File: src/rtl/axis_symbol_decimator.sv
`default_nettype none
// ============================================================================
// Module   : axis_symbol_decimator
// Purpose  : Picks one IQ sample per symbol (external strobe or every-Nth
//            counter), buffers it in an FWFT FIFO and re-packetises output.
// Option   : AXIS_SYMBOL_DECIMATOR_DROP_ON_FULL_EN - drop captures on full
//            instead of back-pressuring; adds overflow_cnt.
// Revision : 1.0 - initial release
// ============================================================================
module axis_symbol_decimator #(
    parameter int WIDTH           = 32,
    parameter int FIFO_DEPTH_LOG2 = 5,
    parameter int SPP_WIDTH       = 16,
    parameter int DECIM_WIDTH     = 8
) (
    input  logic                       ce_clk,
    input  logic                       ce_rst,
    input  logic                       clear,
    input  logic                       cfg_mode,
    input  logic [DECIM_WIDTH-1:0]     cfg_decim,
    input  logic [SPP_WIDTH-1:0]       cfg_spp,
    input  logic                       sym_stb,
    input  logic [WIDTH-1:0]           s_axis_tdata,
    input  logic                       s_axis_tlast,
    input  logic                       s_axis_tvalid,
    output logic                       s_axis_tready,
    output logic [WIDTH-1:0]           m_axis_tdata,
    output logic                       m_axis_tlast,
    output logic                       m_axis_tvalid,
    input  logic                       m_axis_tready,
    output logic [FIFO_DEPTH_LOG2:0]   fill_level
`ifdef AXIS_SYMBOL_DECIMATOR_DROP_ON_FULL_EN
    ,
    output logic [15:0]                overflow_cnt
`endif
);

    localparam int                     c_DEPTH = 2 ** FIFO_DEPTH_LOG2;
    localparam logic [FIFO_DEPTH_LOG2:0] c_FULL = (FIFO_DEPTH_LOG2 + 1)'(c_DEPTH);

    logic                       w_flush;
    logic                       w_full;
    logic                       w_accept;
    logic [DECIM_WIDTH-1:0]     w_decim_m1;
    logic                       w_capture;
    logic                       w_last;
    logic                       w_push;
    logic                       w_pop;
    logic                       w_load;
    logic                       w_mem_empty;
    logic                       w_mem_wr;
    logic [WIDTH:0]             w_push_word;

    logic                       r_mode_q;
    logic [DECIM_WIDTH-1:0]     r_phase;
    logic [SPP_WIDTH-1:0]       r_sym_cnt;
    logic                       r_pend_eop;
    logic [WIDTH:0]             r_mem [0:c_DEPTH-1];
    logic [FIFO_DEPTH_LOG2-1:0] r_wr_ptr;
    logic [FIFO_DEPTH_LOG2-1:0] r_rd_ptr;
    logic [FIFO_DEPTH_LOG2:0]   r_fill;
    logic                       r_out_valid;
    logic                       r_out_last;
    logic [WIDTH-1:0]           r_out_data;

    assign w_flush    = ce_rst | clear;
    assign w_full     = (r_fill == c_FULL);
    assign w_accept   = s_axis_tvalid & s_axis_tready;
    assign w_decim_m1 = (cfg_decim == '0) ? '0 : cfg_decim - DECIM_WIDTH'(1);
    assign w_capture  = w_accept & (cfg_mode ? (r_phase == w_decim_m1) : sym_stb);
    assign w_last     = s_axis_tlast | r_pend_eop |
                        ((cfg_spp != '0) && (r_sym_cnt >= (cfg_spp - SPP_WIDTH'(1))));
    assign w_push_word = {w_last, s_axis_tdata};
    assign w_pop      = r_out_valid & m_axis_tready;

`ifdef AXIS_SYMBOL_DECIMATOR_DROP_ON_FULL_EN
    logic        w_drop;
    logic [15:0] r_overflow_cnt;

    // A pop in the same cycle frees the slot, so only a non-popping full FIFO drops.
    assign w_push        = w_capture & (~w_full | w_pop);
    assign w_drop        = w_capture & w_full & ~w_pop;
    assign s_axis_tready = ~ce_rst & ~clear;
    assign overflow_cnt  = r_overflow_cnt;

    always_ff @(posedge ce_clk) begin
        if (w_flush) begin
            r_overflow_cnt <= '0;
        end else if (w_drop && (r_overflow_cnt != 16'hFFFF)) begin
            r_overflow_cnt <= r_overflow_cnt + 16'd1;
        end
    end
`else
    assign w_push        = w_capture;
    assign s_axis_tready = ~w_full & ~ce_rst & ~clear;
`endif

    // Mode tracker follows the config input unconditionally; config is never reset.
    always_ff @(posedge ce_clk) begin
        r_mode_q <= cfg_mode;
    end

    always_ff @(posedge ce_clk) begin
        if (w_flush) begin
            r_phase    <= '0;
            r_sym_cnt  <= '0;
            r_pend_eop <= 1'b0;
        end else begin
            if (cfg_mode != r_mode_q) begin
                r_phase <= '0;
            end else if (cfg_mode && w_accept) begin
                r_phase <= (r_phase >= w_decim_m1) ? '0 : r_phase + DECIM_WIDTH'(1);
            end
            if (w_capture) begin
                if (w_last) begin
                    r_sym_cnt  <= '0;
                    r_pend_eop <= 1'b0;
                end else begin
                    r_sym_cnt  <= r_sym_cnt + SPP_WIDTH'(1);
                end
            end else if (w_accept && s_axis_tlast) begin
                r_pend_eop <= 1'b1;
            end
        end
    end

    // The output register is the FIFO head; the RAM holds everything behind it.
    assign w_load      = ~r_out_valid | w_pop;
    assign w_mem_empty = (r_wr_ptr == r_rd_ptr);
    assign w_mem_wr    = w_push & ~(w_load & w_mem_empty);

    always_ff @(posedge ce_clk) begin
        if (w_mem_wr) begin
            r_mem[r_wr_ptr] <= w_push_word;
        end
    end

    always_ff @(posedge ce_clk) begin
        if (w_flush) begin
            r_wr_ptr    <= '0;
            r_rd_ptr    <= '0;
            r_fill      <= '0;
            r_out_valid <= 1'b0;
            r_out_last  <= 1'b0;
            r_out_data  <= '0;
        end else begin
            if (w_mem_wr) begin
                r_wr_ptr <= r_wr_ptr + FIFO_DEPTH_LOG2'(1);
            end
            if (w_load) begin
                if (!w_mem_empty) begin
                    {r_out_last, r_out_data} <= r_mem[r_rd_ptr];
                    r_out_valid              <= 1'b1;
                    r_rd_ptr                 <= r_rd_ptr + FIFO_DEPTH_LOG2'(1);
                end else if (w_push) begin
                    {r_out_last, r_out_data} <= w_push_word;
                    r_out_valid              <= 1'b1;
                end else begin
                    r_out_valid <= 1'b0;
                end
            end
            case ({w_push, w_pop})
                2'b10:   r_fill <= r_fill + (FIFO_DEPTH_LOG2 + 1)'(1);
                2'b01:   r_fill <= r_fill - (FIFO_DEPTH_LOG2 + 1)'(1);
                default: r_fill <= r_fill;
            endcase
        end
    end

    assign m_axis_tdata  = r_out_data;
    assign m_axis_tlast  = r_out_last;
    assign m_axis_tvalid = r_out_valid;
    assign fill_level    = r_fill;

endmodule
`default_nettype wire

File: config.mk
export PLATFORM = sky130hd
export DESIGN_NAME = axis_symbol_decimator
export DESIGN_NICKNAME = d
export VERILOG_FILES = /design/src/rtl/axis_symbol_decimator.sv
export SDC_FILE = /design/constraint.sdc
export NUM_CORES = 1
export LEC_CHECK = 0
export BUFFER_PORTS_ARGS = -buffer_cell sky130_fd_sc_hd__buf_2
export CORE_MARGIN = 8
export CORE_UTILIZATION = 40
export DETAILED_ROUTE_END_ITERATION = 10
export PLACE_DENSITY = 0.57
export SLEW_MARGIN = 20
export SYNTH_ARGS = -nofsm -noshare
export SYNTH_HDL_FRONTEND = slang
export SYNTH_SLANG_ARGS = --single-unit
File: constraint.sdc
create_clock -name ce_clk -period 4.23 [get_ports ce_clk]
set_input_delay 0.2115 -clock ce_clk [delete_from_list [all_inputs] [get_ports ce_clk]]
set_output_delay 0.2115 -clock ce_clk [all_outputs]
set_load 0.02 [all_outputs]
# [Word-level counts from Yosys, hierarchy flattened]
# Memories as Yosys holds them, arrays and structs flattened. A register that Yosys moved wholly into a read port is not among the register bits.
# Cells that the tools add are included.
[op_classes] addsub=8 shift=0 div_mod_pow=0 n_eq_ne=8 reduce_logical=11 multipliers=0 order_cmp=2 bitwise=17 muxes=18
[ops] op="$mux 32" n=2
[ops] op="$add 16x1->16 const B" n=1
[ops] op="$ge 16x16->1" n=1
[ops] op="$mux 16" n=1
[ops] op="$mux 8" n=2
[ops] op="$reduce_bool 16->1" n=1
[ops] op="$sub 16x1->16 const B" n=1
[ops] op="$pmux 6 s2" n=1
[ops] op="$add 5x1->5 const B" n=2
[ops] op="$mux 1" n=10
[ops] op="$mux 5" n=2
[ops] op="$add 8x1->8 const B" n=1
[ops] op="$eq 8x8->1" n=1
[ops] op="$ge 8x8->1" n=1
[ops] op="$logic_not 8->1" n=1
[ops] op="$sub 8x1->8 const B" n=1
[ops] op="$and 1x1->1" n=7
[ops] op="$add 6x1->6 const B" n=1
[ops] op="$eq 6x6->1 const B" n=1
[ops] op="$not 1->1" n=6
[ops] op="$reduce_and 2->1" n=3
[ops] op="$sub 6x1->6 const B" n=1
[ops] op="$eq 5x5->1" n=1
[ops] op="$ne 2x2->1 const B" n=2
[ops] op="7 further kinds" n=13
[totals] reg_bits=76 latchBits=0 out_inout_bits=41 ramBits=1056 input_bits=64 elab_cells=75 romBits=0 n_memories=1
[memory_table] memory="r_mem" words=32 word_bits=33 rd=1 rd_clocked_by_memory_dff=1 wr=1 line_no="58" rtl="logic [WIDTH:0] r_mem [0:c_DEPTH-1];"

# [Logic depth before layout (Yosys ltp)]
[logic_depth] depth_word=9 ltp_mapped=22 depth_no_buf=20

# [Worst setup path before layout]
# OpenSTA, ideal clock, no wires.
[synth_timing] path_kind="input -> register" from="input port cfg_decim[2]" to="memory r_mem[31][0] (netlist name), enable pin" setup_slack_ns=-0.167 path_stages=14 t_required_ns=3.807 path_buffers=3 arrival_time_ns=3.974 cell_sequence="nor3_1 nand2_1 or4_1 and2_1 ha_1 and4_1 a31oi_1 nor2b_1 buf_6 o21a_1 buf_2 nand2_1 buf_2 nor2_1"
[synth_via] elab_chain_len=8 elab_cells_between_ends=9 classes_between="add/sub (1); eq/ne (1); mux (4); bitwise (2); reduce/logical (1)"
[synth_rtl] element="start: declaration" line_no="20" rtl="input logic [DECIM_WIDTH-1:0] cfg_decim,"
[synth_rtl] element="$sub 8x1->8 / $logic_not 8->1 (equally long branches)" line_no="69" rtl="assign w_decim_m1 = (cfg_decim == '0) ? '0 : cfg_decim - DECIM_WIDTH'(1);"
[synth_rtl] element="$mux 8 *" line_no="69"
[synth_rtl] element="$eq 8x8->1 *" line_no="70" rtl="assign w_capture = w_accept & (cfg_mode ? (r_phase == w_decim_m1) : sym_stb);"
[synth_rtl] element="$mux 1 *" line_no="70"
[synth_rtl] element="$and 1x1->1 *" line_no="70"
[synth_rtl] element="$and 1x1->1 *" line_no="130" rtl="assign w_mem_wr = w_push & ~(w_load & w_mem_empty);"
[synth_rtl] element="$mux 1 *" line_no="133" rtl="if (w_mem_wr) begin"
[synth_rtl] element="$mux 1 (implied by the code) *" line_no="134" rtl="r_mem[r_wr_ptr] <= w_push_word;"
[synth_rtl] element="end: declaration" line_no="58"
# Every way passes the cells marked *; elsewhere a longest branch is shown, timed or not.

# [Worst setup path in the final report]
[layout_timing] from="input port cfg_decim[2]" to="register r_fill[5], in the netlist fill_level[5]"
[layout_via] elab_chain_len=7 elab_cells_between_ends=10 classes_between="add/sub (1); eq/ne (3); mux (3); bitwise (1); reduce/logical (2)"
[layout_rtl] element="$sub 8x1->8 / $logic_not 8->1 (equally long branches)" line_no="69"
[layout_rtl] element="$mux 8 *" line_no="69"
[layout_rtl] element="$eq 8x8->1 *" line_no="70"
[layout_rtl] element="$mux 1 *" line_no="70"
[layout_rtl] element="$and 1x1->1 *" line_no="70"
[layout_rtl] element="$eq 2x1->1 / $eq 2x2->1 (equally long branches)" line_no="162" rtl="case ({w_push, w_pop})"
[layout_rtl] element="$pmux 6 s2 / $reduce_bool 2->1 (equally long branches)"
[layout_rtl] element="end signal: assignment" line_no="163" rtl="2'b10: r_fill <= r_fill + (FIFO_DEPTH_LOG2 + 1)'(1);"
[layout_rtl] element="end signal: assignment" line_no="164" rtl="2'b01: r_fill <= r_fill - (FIFO_DEPTH_LOG2 + 1)'(1);"
[layout_rtl] element="end signal: assignment" line_no="165" rtl="default: r_fill <= r_fill;"
[layout_rtl] element="end: declaration" line_no="61" rtl="logic [FIFO_DEPTH_LOG2:0] r_fill;"
# Marks and branches as above.
# A chain may end at the register's enable or synchronous reset.

==> summary.md <==
| Metric | Value |
|---|---|
| Worst reg2reg path depth | `12` |
| Worst hold slack | `43.4 ps` |
| Number of synthesized register bits | `approximately 1100` |
| CTS Sinks | `~1100` |
| Power Density | `~450 nW/um2` |
| Overflow after GRT | `0` |
| Fin cells | `around 4000` |
| Die ar. | `between 100000 and 150000 um2` |
| Critical Path End Type | `register` |
| GP Congestion | `a little over 0.8` |
| Clock tree root buffer cell | `clkbuf_16` |
| Final std cell area, no fill | `just over 50000 um2` |
| FFs w/ async S/R, synth | `0%` |
| Min-delay src | `s_axis_tdata[12]` |
| Yosys cell types | `56` |
| Port bufs | `~100` |
| Routed Wire Length | `~110000 um` |
| Post-layout util | `between 40% and 50%` |
| # rows | `roughly 120` |
| Chip Width | `348 um` |
| Cells after synthesis | `approximately 2200` |
| Share of layout cells above drive strength 1 | `between 20 and 30%` |
| Core Region | `around 110000 um2` |
| Crit-path max FO | `11` |
| Htree depth | `3` |
| Hold Violations, Final | `0` |
| Overall Global Routing Usage | `around 18%` |
| Largest net degree at the start of global routing | `between 80 and 90` |
| Fmax achieved | `around 280 MHz` |
| Peak supply drop | `approximately 0.53 mV` |
| IO Pins | `~110` |
| Run status | `completed` |
| DR pass1 iterations | `7` |
| Register area share after synthesis | `roughly 76%` |
| Cell Area, Placed | `between 40000 and 50000 um2` |
| Area Overhead vs Synth | `17.0%` |
| DP HPWL | `between 60000 and 70000 um` |
| Max clock buf depth | `3` |
| Multi-input logic area | `~10000 um2` |
| Fill cells | `approximately 9000` |
| Hold EP | `r_mem[13][12]$_DFFE_PP_` |
| Fraction of the cycle the final worst path needs | `around 83%` |
| Data arrival, critical path | `roughly 4000 ps` |
| Syn avg cell area | `19.8 um2` |
| Setup Slack @ Placement | `slightly below 60 ps` |
| Reg2reg end | `fill_level[5]$_SDFFE_PP0P_` |
| Lkg Pwr | `between 15 and 20 nW` |
| Die height | `348 um` |
| Placed cells | `3789` |
| Seq. cell area | `33300 um2` |
| Remaining DRCs | `0` |
| Max-slew violations | `0` |
| Slew @ Worst Pin | `1030 ps` |
| Maxcap violations | `0` |
| CP startpoint | `cfg_decim[2]` |
| Top_reg_cell synth | `edfxtp_1` |
| Number of global-route vias before repair | `~24000` |
| Nets | `about 2500` |
| Total number of vias | `~23000` |
| Design Power | `roughly 23 mW` |
| EDFF count, synth | `around 1100` |
| CP required | `4790 ps` |
| WHS Path Cells | `1` |
| Global-route wire length before repair | `162000 um` |
| Synth warnings | `0` |
| RSZ-0062 raised after global routing | `no` |
| Reg-to-reg setup timing slack | `750 ps` |
| CP Class | `in2reg` |
| Worst Setup Start Kind | `primary input` |
| Number of DRC markers in iteration 0 | `~2200` |
| CTS tree | `yes` |
| Setup_tns | `0 ps` |
| Cts bufs inserted | `about 110` |
| Post-route minimum period | `about 3500 ps` |
| Clock Pin Slew Worst Setup and Hold Paths | `roughly 70 ps` |
| FF-to-FF Start | `fill_level[1]$_SDFFE_PP0P_` |
| Setup violations, final | `0` |
| Worst-Skew Late Latency | `~700 ps` |
| Worst Slack Setup Final | `718 ps` |
| Antenna violations before repair | `6` |
| Antenna Violating Nets Remaining | `0` |
| Slew Limit Headroom | `between 30% and 40%` |
| Mapped Area | `approximately 44000 um2` |
| Initial Utilization | `slightly above 40%` |
| Synthesized Nets | `between 2000 and 2500` |
| Clock skew | `about 26 ps` |
| Drt wl/cell | `around 28 um` |
| Min-Delay Path Class | `in2reg` |
| Via/cell ratio | `around 5.7` |
==> state kept, by name, summed over array words and instances (netlist names), named ones only <==
signal,flops
r_wr_ptr,5
r_mode_q,1
fill_level,6
m_axis_tvalid,1
r_pend_eop,1
r_phase,8
r_mem,1056
m_axis_tdata,32
m_axis_tlast,1
r_sym_cnt,16
r_rd_ptr,5
==> synthesized netlist by cell type (2+ instances only) <==
library cell  count  share of area [%]
nor2b_1           6              0.085
a22o_1            2              0.040
nand2_1         105               0.89
and2_1            6              0.085
or4_1             2              0.034
buf_6             5               0.13
clkbuf_1         68               0.58
or4b_2            2              0.045
a31oi_1          28               0.40
inv_1            12               0.10
buf_1            20               0.17
nand3_1          16               0.18
nand2b_1         17               0.24
nor2_1           79               0.67
or3b_2            3              0.060
nand4_1           8               0.11
xor2_1           21               0.42
o22ai_1         127                1.8
or2_2             4              0.057
dfxtp_1          81                3.7
edfxtp_1       1056                 72
a211oi_1          2              0.034
and3_1            9               0.13
mux4_2          264                 13
o21a_1            2              0.034
o2111ai_1        31               0.62
o211ai_1          4              0.068
o21ai_0          75               0.85
a22oi_1           4              0.068
nand3b_1          5              0.085
buf_2            30               0.34
nor3_1           11               0.12
a21o_1            3              0.051
nor4_1            4              0.057
or3_1             3              0.043
and4_1            4              0.079
ha_1             37                1.1
mux2i_1           9               0.20
xnor2_1          22               0.44
a21oi_1          18               0.20
==> repair_timing <==
item	in CTS	in global routing
hold endpoints to repair	93	0
resized for setup	0	0
hold buffers	8	0
setup buffers	0	0
==> worst max-delay path, stage by stage <==
cell and delay (ps):
buf_2 130, nor3_1 280, nand2_1 150, or4_1 440
buf_4 170, nand2_1 70, ha_1 230, and4_1 200
a31oi_1 230, nor2b_1 100, clkinv_1 70, ha_1 200
buf_4 200, o22ai_1 100, a22o_1 240, or4b_2 650
a31oi_1 220, xnor2_1 140, nor2_1 50
==> layout by cell type, fill, tap and decap left out, types with 9 or more instances in the layout <==
cell,n
clkinv_1,12
buf_2,104
mux2i_1,9
o21ai_0,75
mux4_2,264
clkbuf_16,115
clkinv_2,29
nor3_1,11
edfxtp_1,1056
o2111ai_1,31
nor2_1,47
nand3_1,15
nand2_1,104
and3_1,9
nor2_4,33
clkbuf_1,16
a31oi_1,27
bufinv_16,18
ha_1,37
inv_1,12
xor2_1,21
dfxtp_1,78
buf_4,69
xnor2_1,22
o22ai_1,127
a21oi_1,18
nand2b_1,15
buf_12,42
==> per-layer routing <==
layer  global-route usage, %  share of wire [%]  vias to the layer above
met3                    3.20                7.4                      169
met1                    25.2                 43                    12062
met2                    29.2                 48                      862
met5                       0              0.021                        -
met4                    4.47                2.3                        4
li1                        -                  -                     9689
==> how the worst max path moves through the flow <==
stage	endpoint	slack (ps)	depth (start not counted)
after CTS	fill_level[5]$_SDFFE_PP0P_	760	12
after floorplan	r_mem[31][0]$_DFFE_PP_	-170	14
after detailed placement	fill_level[5]$_SDFFE_PP0P_	60	19
after global placement	fill_level[5]$_SDFFE_PP0P_	130	17
after global routing	fill_level[5]$_SDFFE_PP0P_	510	19
final	fill_level[5]$_SDFFE_PP0P_	720	19
==> final cells by class <==
cell class                      count  share of cell area (%)
Timing Repair Buffer              223                    3.80
Multi-Input combinational cell    948                    20.3
Sequential cell                  1137                    64.6
Clock inverter                     73                    1.75
Tap cell                         1476                    3.58
Inverter                           13                  0.0946
Antenna cell                        4                  0.0194
Clock buffer                      137                    5.86
==> power by group <==
| part | total, mW | switching, mW | internal, mW |
|---|---|---|---|
| logic | 0.302 | 0.238 | 0.0638 |
| registers | 12.3 | 0.00213 | 12.3 |
| clock network | 10.5 | 4.32 | 6.21 |
| total | 23.1 | 4.56 | 18.5 |
==> kinds of logic after synthesis <==
logic type | Yosys count | share of synthesized area (%)
flip-flops | 1137 | 75.6
AO/OA/AOI/OAI | 306 | 4.38
AND/OR/NAND/NOR | 289 | 3.08
multiplexers | 273 | 13.7
buffers and inverters | 136 | 1.33
XOR/XNOR | 43 | 0.854
adder cells (fa/ha/maj) | 37 | 1.05
Power figures use the tool's default switching activity.
